File: config.mk
export PLATFORM = sky130hd
export DESIGN_NAME = pipeline_exec_ctrl
export DESIGN_NICKNAME = d
export VERILOG_FILES = /design/src/rtl/pipeline_exec_ctrl.sv
export SDC_FILE = /design/constraint.sdc
export NUM_CORES = 1
export LEC_CHECK = 0
export CORE_MARGIN = 1
export CORE_UTILIZATION = 25
export DETAILED_ROUTE_END_ITERATION = 10
export GPL_ROUTABILITY_DRIVEN = 0
export GPL_TIMING_DRIVEN = 0
export SETUP_SLACK_MARGIN = 0.2
export SLEW_MARGIN = 20
export SYNTH_ARGS = -nofsm -noshare
export SYNTH_HDL_FRONTEND = slang
export SYNTH_SLANG_ARGS = --single-unit
export TNS_END_PERCENT = 5
File: constraint.sdc
create_clock -name i_clk -period 1.3 [get_ports i_clk]
set_clock_uncertainty 0.15 [all_clocks]
set_input_delay 0.26 -clock i_clk [delete_from_list [all_inputs] [get_ports i_clk]]
set_output_delay 0.26 -clock i_clk [all_outputs]
set_load 0.01 [all_outputs]
File: src/rtl/pipeline_exec_ctrl.sv
// pipeline_exec_ctrl: run/step/halt-drain sequencer for the MIPS pipeline; CYCLE_COUNTER_EN adds o_cycle_cnt
module pipeline_exec_ctrl #(
  parameter int DRAIN_CYCLES = 4
`ifdef CYCLE_COUNTER_EN
  , parameter int CNT_W = 32
`endif
) (
  input  logic i_clk,
  input  logic i_rst,
  input  logic i_start_cont,
  input  logic i_start_step,
  input  logic i_halt_detected,
  input  logic i_pc_mux_ctrl,
  input  logic i_load_use_hazard,
  output logic o_pipe_en,
  output logic o_pc_en,
  output logic o_if_id_en,
  output logic o_if_id_flush,
  output logic o_id_ex_flush,
  output logic o_halted
`ifdef CYCLE_COUNTER_EN
  , output logic [CNT_W-1:0] o_cycle_cnt
`endif
);
  localparam int DW = $clog2(DRAIN_CYCLES) + 1;
  typedef enum logic [1:0] {IDLE, RUN, STEP, HALTED} state_t;
  state_t state;
  logic r_draining;
  logic [DW-1:0] r_drain_cnt;
  logic adv, halt_acc, drain_done;
  always_comb begin
    adv = state == RUN || state == STEP;
    halt_acc = adv && !r_draining && !i_pc_mux_ctrl && !i_load_use_hazard && i_halt_detected;
    drain_done = adv && r_draining && r_drain_cnt == DW'(DRAIN_CYCLES - 1);
    o_pipe_en = adv;
    o_pc_en = adv && !r_draining && (i_pc_mux_ctrl || (!i_load_use_hazard && !i_halt_detected));
    o_if_id_en = adv && (r_draining || i_pc_mux_ctrl || !i_load_use_hazard);
    o_if_id_flush = adv && (r_draining || i_pc_mux_ctrl || (!i_load_use_hazard && i_halt_detected));
    o_id_ex_flush = adv && !r_draining && (i_pc_mux_ctrl || i_load_use_hazard);
    o_halted = state == HALTED;
  end
  always_ff @(posedge i_clk) begin
    if (i_rst) begin
      state <= IDLE;
      r_draining <= 1'b0;
      r_drain_cnt <= '0;
`ifdef CYCLE_COUNTER_EN
      o_cycle_cnt <= '0;
`endif
    end else begin
      state <= state == IDLE ? (i_start_cont ? RUN : i_start_step ? STEP : IDLE)
             : (state == HALTED || drain_done) ? HALTED
             : state == RUN ? RUN : IDLE;
      if (halt_acc) begin
        r_draining <= 1'b1;
        r_drain_cnt <= '0;
      end else if (adv && r_draining) begin
        r_drain_cnt <= r_drain_cnt + 1'b1;
      end
`ifdef CYCLE_COUNTER_EN
      if (adv) o_cycle_cnt <= o_cycle_cnt + 1'b1;
`endif
    end
  end
endmodule

==> impl_metrics.ini, run 1 <==
[synth]
syn-num-nets = 51
ys_warn_count = 0
avgSynthCellArea_um2 = 8.82
synth-seq-cells = 6
syn_area_um2 = 353
ys_types = 21
syn_inst = 40
ys_seq_area_share_pct = 34.0

[floorplan]
coreArea_mm2 = 0.00130
die_x_um = 39.6
dieHeight_um = 39.6
row_count = 13
start_util_pct = 27.1
ios = 13
die_area_mm2 = 0.00157

[global_routing]
grt_usage_pct = 11.6
gr-total-overflow = 0
grt_pass1_wl_um = 1260
grt_antenna_before_repair = 0
grt_pass1_vias = 307
grt_max_degree = 9

[drt]
drt-total-wl_um = 699
drt-wirelength-per-cell_um = 9.58
first_pass_iters = 4
avgViaCountPerCell = 4.71
antenna_left = 0
vias = 344
dr.first_iter.drc_count = 9
route.detailed.drc = 0

[pwr]
power.density_mw_per_mm2 = 920
ir_drop_mv = 0.352
p_total_mw = 0.501
p_leak_nw = 0.239

[placement]
port_buffers = 12
post-dp-hpwl_um = 543
pre_cts_slack_ns = -0.817

[sta]
slew_headroom_pct = 84.5
finalCriticalPeriod_ns = 1.70
fmax_mhz = 588
fin_tns_setup_ns = -2.10
worstMarginPinSlew_ns = 0.232
hold_viol = 0
hold_ws_ns = 0.316
finalMaxSlewViolations = 0
finalCritPeriodShare_pct = 131
finalWorstSetupSlack_ns = -0.401
rsz0062_at_grt = yes
finalSetupViolCount = 11

[hold_path]
min_path_type = reg -> reg
min_from = r_drain_cnt[2]
min_to = r_drain_cnt[2]
worstHoldPathCells = 2

[critical_path]
critPathMaxStageDelay_ns = 0.32
slowest_stage = dfxtp_2
rr_startpoint = state[0]
worstPathRequired_ns = 0.89
worst_setup_path_end_kind = primary output
crit_fanout = 5
cp_data_arrival_time_ns = 1.29
path_cells = inv_2 > ha_4 > a21boi_4 > o31a_2 > buf_6
regToRegEndpoint = state[0]
r2r_slack_ns = -0.21
critPathLaunchType = register
criticalPathCategory = reg -> out
rr_worst_depth = 6

[run]
cap_violations = 0

[status]
status = finished, violations left
violations = negative setup slack

[cells_and_area]
nFillCells = 149
finalNetCount = 71
post-route-util_pct = 41.8
antenna_cells = 0
final_cell_mix = nor2_1, buf_2, dfxtp_1
final_layout_size_suffix_gt1_share_pct = 41.4
area_delta_synth_final_pct = 54.3

[clocking]
clock_latency_ns = 0.23
cts_tree = yes
htree_levels = 1
root_buffer = clkbuf_4
cts_buffer_depth = 2
cts_num_sinks = 6
cts-buffers-inserted = 3
cts.clk_slew.worst_paths_ns = 0.04
==> flip-flops by register name, summed over array words and instances (netlist names) <==
signal	flops
r_draining	1
r_drain_cnt	3
state	2
==> worst max-delay path, delay by kind of cell (launching register included) <==
kind / cells / cell delay [ns]
AO/OA/AOI/OAI: 2 / 0.32
adder cells (fa/ha/maj): 1 / 0.28
flip-flops: 1 / 0.32
buffers and inverters: 2 / 0.14
==> Yosys cell counts <==
| cell type | count | area [um2] |
|---|---|---|
| mux2_2 | 1 | 11.3 |
| mux2i_1 | 1 | 10.0 |
| a21boi_0 | 1 | 7.51 |
| a21oi_2 | 1 | 8.76 |
| a21oi_1 | 1 | 5.00 |
| and3b_1 | 1 | 8.76 |
| nor3b_1 | 1 | 7.51 |
| o21ai_0 | 1 | 5.00 |
| nand3b_1 | 2 | 15.0 |
| nor2b_1 | 1 | 6.26 |
| nand2_1 | 1 | 3.75 |
| o21bai_1 | 1 | 7.51 |
| o22ai_1 | 2 | 12.5 |
| ha_1 | 4 | 50.1 |
| o31a_2 | 1 | 10.0 |
| or3b_1 | 1 | 8.76 |
| clkbuf_2 | 1 | 5.00 |
| inv_1 | 5 | 18.8 |
| a31oi_1 | 2 | 12.5 |
| dfxtp_1 | 6 | 120 |
| nor2_1 | 5 | 18.8 |
==> how the worst max path moves through the flow <==
stage	startpoint	endpoint	depth (start not counted)
3_5_place_dp	i_pc_mux_ctrl	o_if_id_flush	5
6_report	state[0]	o_if_id_flush	5
4_1_cts	state[0]	o_if_id_flush	5
2_1_floorplan	state[1]	o_if_id_flush	4
3_3_place_gp	i_pc_mux_ctrl	o_if_id_flush	5
5_1_grt	state[1]	o_if_id_flush	5
==> layer usage <==
layer	GRT usage, %	wire length (um)	vias up	share of wire, %
li1	-	-	177	-
met1	15.0	319	154	46
met2	18.9	348	13	50
met3	1.70	31	0	4.4
met4	5.17	0	0	0
met5	0	0	-	0
==> area by class of cell <==
class                           instances  area (um2)  area share, %
Timing Repair Buffer                   15         115           21.1
Sequential cell                         6         123           22.5
Multi-Input combinational cell         28         241           44.4
Clock buffer                            3        22.5           4.14
Tap cell                               15        18.8           3.45
Inverter                                5        18.8           3.45
Buffer                                  1        5.00          0.920
==> cell families (layout without fill, tap and decap cells) <==
| group | after synthesis | in the layout | share of synthesized area, % |
|---|---|---|---|
| adder cells (fa/ha/maj) | 4 | 4 | 14.2 |
| buffers and inverters | 6 | 24 | 6.74 |
| flip-flops | 6 | 6 | 34.0 |
| AO/OA/AOI/OAI | 10 | 10 | 19.5 |
| AND/OR/NAND/NOR | 12 | 12 | 19.5 |
| multiplexers | 2 | 2 | 6.03 |
==> report_power, final <==
group | internal [mW] | switching [mW] | total, mW | leakage [nW]
clock network | 0.103 | 0.0520 | 0.155 | 0.0138
registers | 0.192 | 0.00358 | 0.196 | 0.0495
logic | 0.0826 | 0.0669 | 0.149 | 0.176
total | 0.378 | 0.122 | 0.501 | 0.239
==> metrics by stage <==
stage	cell area (um2)	std cells
after global routing	544	73
after CTS	533	72
final	544	73
after floorplan	379	40
after global placement	518	67
after detailed placement	518	67
==> what timing repair did <==
item / CTS / global route
hold buffers: 0 / 0
gates cloned: 0 / 0
pin swaps: 3 / 2
buffers inserted: 2 / 1
resized for setup: 29 / 1
setup endpoints to repair: 12 / 11
Power figures use the tool's default switching activity.
==> inputs of run 2 (changes only) <==
--- a/config.mk
+++ b/config.mk
@@ -9,7 +9,6 @@
 export CORE_UTILIZATION = 25
 export DETAILED_ROUTE_END_ITERATION = 10
 export GPL_ROUTABILITY_DRIVEN = 0
-export GPL_TIMING_DRIVEN = 0
 export SETUP_SLACK_MARGIN = 0.2
 export SLEW_MARGIN = 20
 export SYNTH_ARGS = -nofsm -noshare
==> run 2 against run 1 <==
Critical path depth stayed put; sequential power barely moved; register-to-register slack improved by 0.04 ns; clock-buffer cell count unchanged; sequential share of layout area is 2.7 points lower; clock power is 4% higher; the run still ends with negative setup slack left; power grew 5.5%; largest cell class unchanged.
==> impl_metrics.ini, run 2 (synthesized netlist as in run 1, its figures left out) <==
[sta]
finalMaxSlewViolations = 0
hold_ws_ns = 0.318
finalCriticalPeriod_ns = 1.70
rsz0062_at_grt = yes
finalWorstSetupSlack_ns = -0.400
hold_viol = 0
finalSetupViolCount = 11
slew_headroom_pct = 86.8
fmax_mhz = 588
worstMarginPinSlew_ns = 0.197
finalCritPeriodShare_pct = 131

[cells_and_area]
largest-register = r_drain_cnt
layout_commonest_cell = buf_4
finalNetCount = 77
top_regs = r_drain_cnt x3, state x2, r_draining x1
final_cells = 79
area_delta_synth_final_pct = 75.5
final_layout_size_suffix_gt1_share_pct = 48.4
antenna_cells = 0
largest_reg_flops = 3
final_cell_mix = buf_4, nor2_1, dfxtp_1
finish.instance_area_um2 = 619

[pwr]
power.density_mw_per_mm2 = 853
ir_drop_mv = 0.479
p_leak_nw = 0.272

[clocking]
cts_tree = yes
cts.clk_slew.worst_paths_ns = 0.04
htree_levels = 1
post_cts_buffers = 0
cts_buffer_depth = 2
root_buffer = clkbuf_4
cts-buffers-inserted = 3
cts_hold_buffers = 0
clock_latency_ns = 0.23
cts_num_sinks = 6

[global_routing]
grt_util_met3_pct = 1.70
grt_pass1_wl_um = 1240
met1_usage_pct = 13.6
grt_pass1_vias = 322
busiest_layer = met2
grt_usage_pct = 12.0
grt_max_degree = 7
grtUsageMet2_pct = 20.5
grt_antenna_before_repair = 0
gr-total-overflow = 0

[run]
cap_violations = 0

[critical_path]
critPathLaunchType = register
path_depth = 5
crit_fanout = 4
slowest_stage = dfxtp_2
rr_worst_depth = 6
rr_startpoint = state[0]
critPathLaunch = state[0]
path_cells = inv_2 > ha_4 > a21boi_4 > o31a_2 > buf_6
worst_setup_path_end_kind = primary output
crit_family = flip-flops
worstPathRequired_ns = 0.89
criticalPathCategory = reg -> out
path_buf_inv = 2
critPathMaxStageDelay_ns = 0.32
cp_data_arrival_time_ns = 1.29

[hold_path]
min_from = r_drain_cnt[0]
min_path_type = reg -> reg
worstHoldPathCells = 1

[drt]
route.detailed.drc = 0
dr.first_iter.drc_count = 1
first_pass_iters = 2
antenna_left = 0
drt-wirelength-per-cell_um = 9.13
avgViaCountPerCell = 4.51
vias = 356
drt-total-wl_um = 721

[placement]
post-dp-hpwl_um = 589
port_buffers = 12
dp_cells = 76
pre_cts_slack_ns = -0.829
placed_area_um2 = 588

[floorplan]
coreArea_mm2 = 0.00130
die_x_um = 39.6
ios = 13
start_util_pct = 27.1
dieHeight_um = 39.6
row_count = 13
die_area_mm2 = 0.00157

[status]
violations = negative setup slack
status = finished, violations left
[run 2: worst paths after layout]
kind	end	slack (ns)
min	r_drain_cnt[0]	0.32
max reg2reg	state[0]	-0.17
max	o_if_id_flush	-0.40
min reg2reg	r_drain_cnt[0]	0.32
[run 2: through the flow]
step | util, % | total power, mW | setup TNS (ns)
finish | 47.6 | 0.528 | -1.99
global route | 47.6 | 0.562 | -2.66
CTS | 47.6 | 0.537 | -2.10
detailed placement | 45.2 | 0.376 | -5.48
global placement | 45.2 | 0.375 | -5.53
floorplan | - | 0.280 | -0.313
[run 2: metal layers]
metal,routed length (um),vias up
li1,-,190
met1,315,155
met2,377,11
met3,28,0
met4,0,0
met5,0,-
[run 2: repair_timing]
action | 4_1_cts | 5_1_grt
setup endpoints to repair | 12 | 12
pin swaps | 2 | 1
gates resized for setup | 34 | 0
[run 2: final cells by class]
type	instances	area, um2
Inverter	5	18.8
Fill cell	142	682
Multi-Input combinational cell	28	256
Sequential cell	6	123
Timing Repair Buffer	22	180
Tap cell	15	18.8
Clock buffer	3	22.5
[run 2: power breakdown]
part	internal [mW]	total (mW)	switching, mW
Clock	0.104	0.161	0.0574
Sequential	0.192	0.197	0.00478
Combinational	0.100	0.170	0.0698
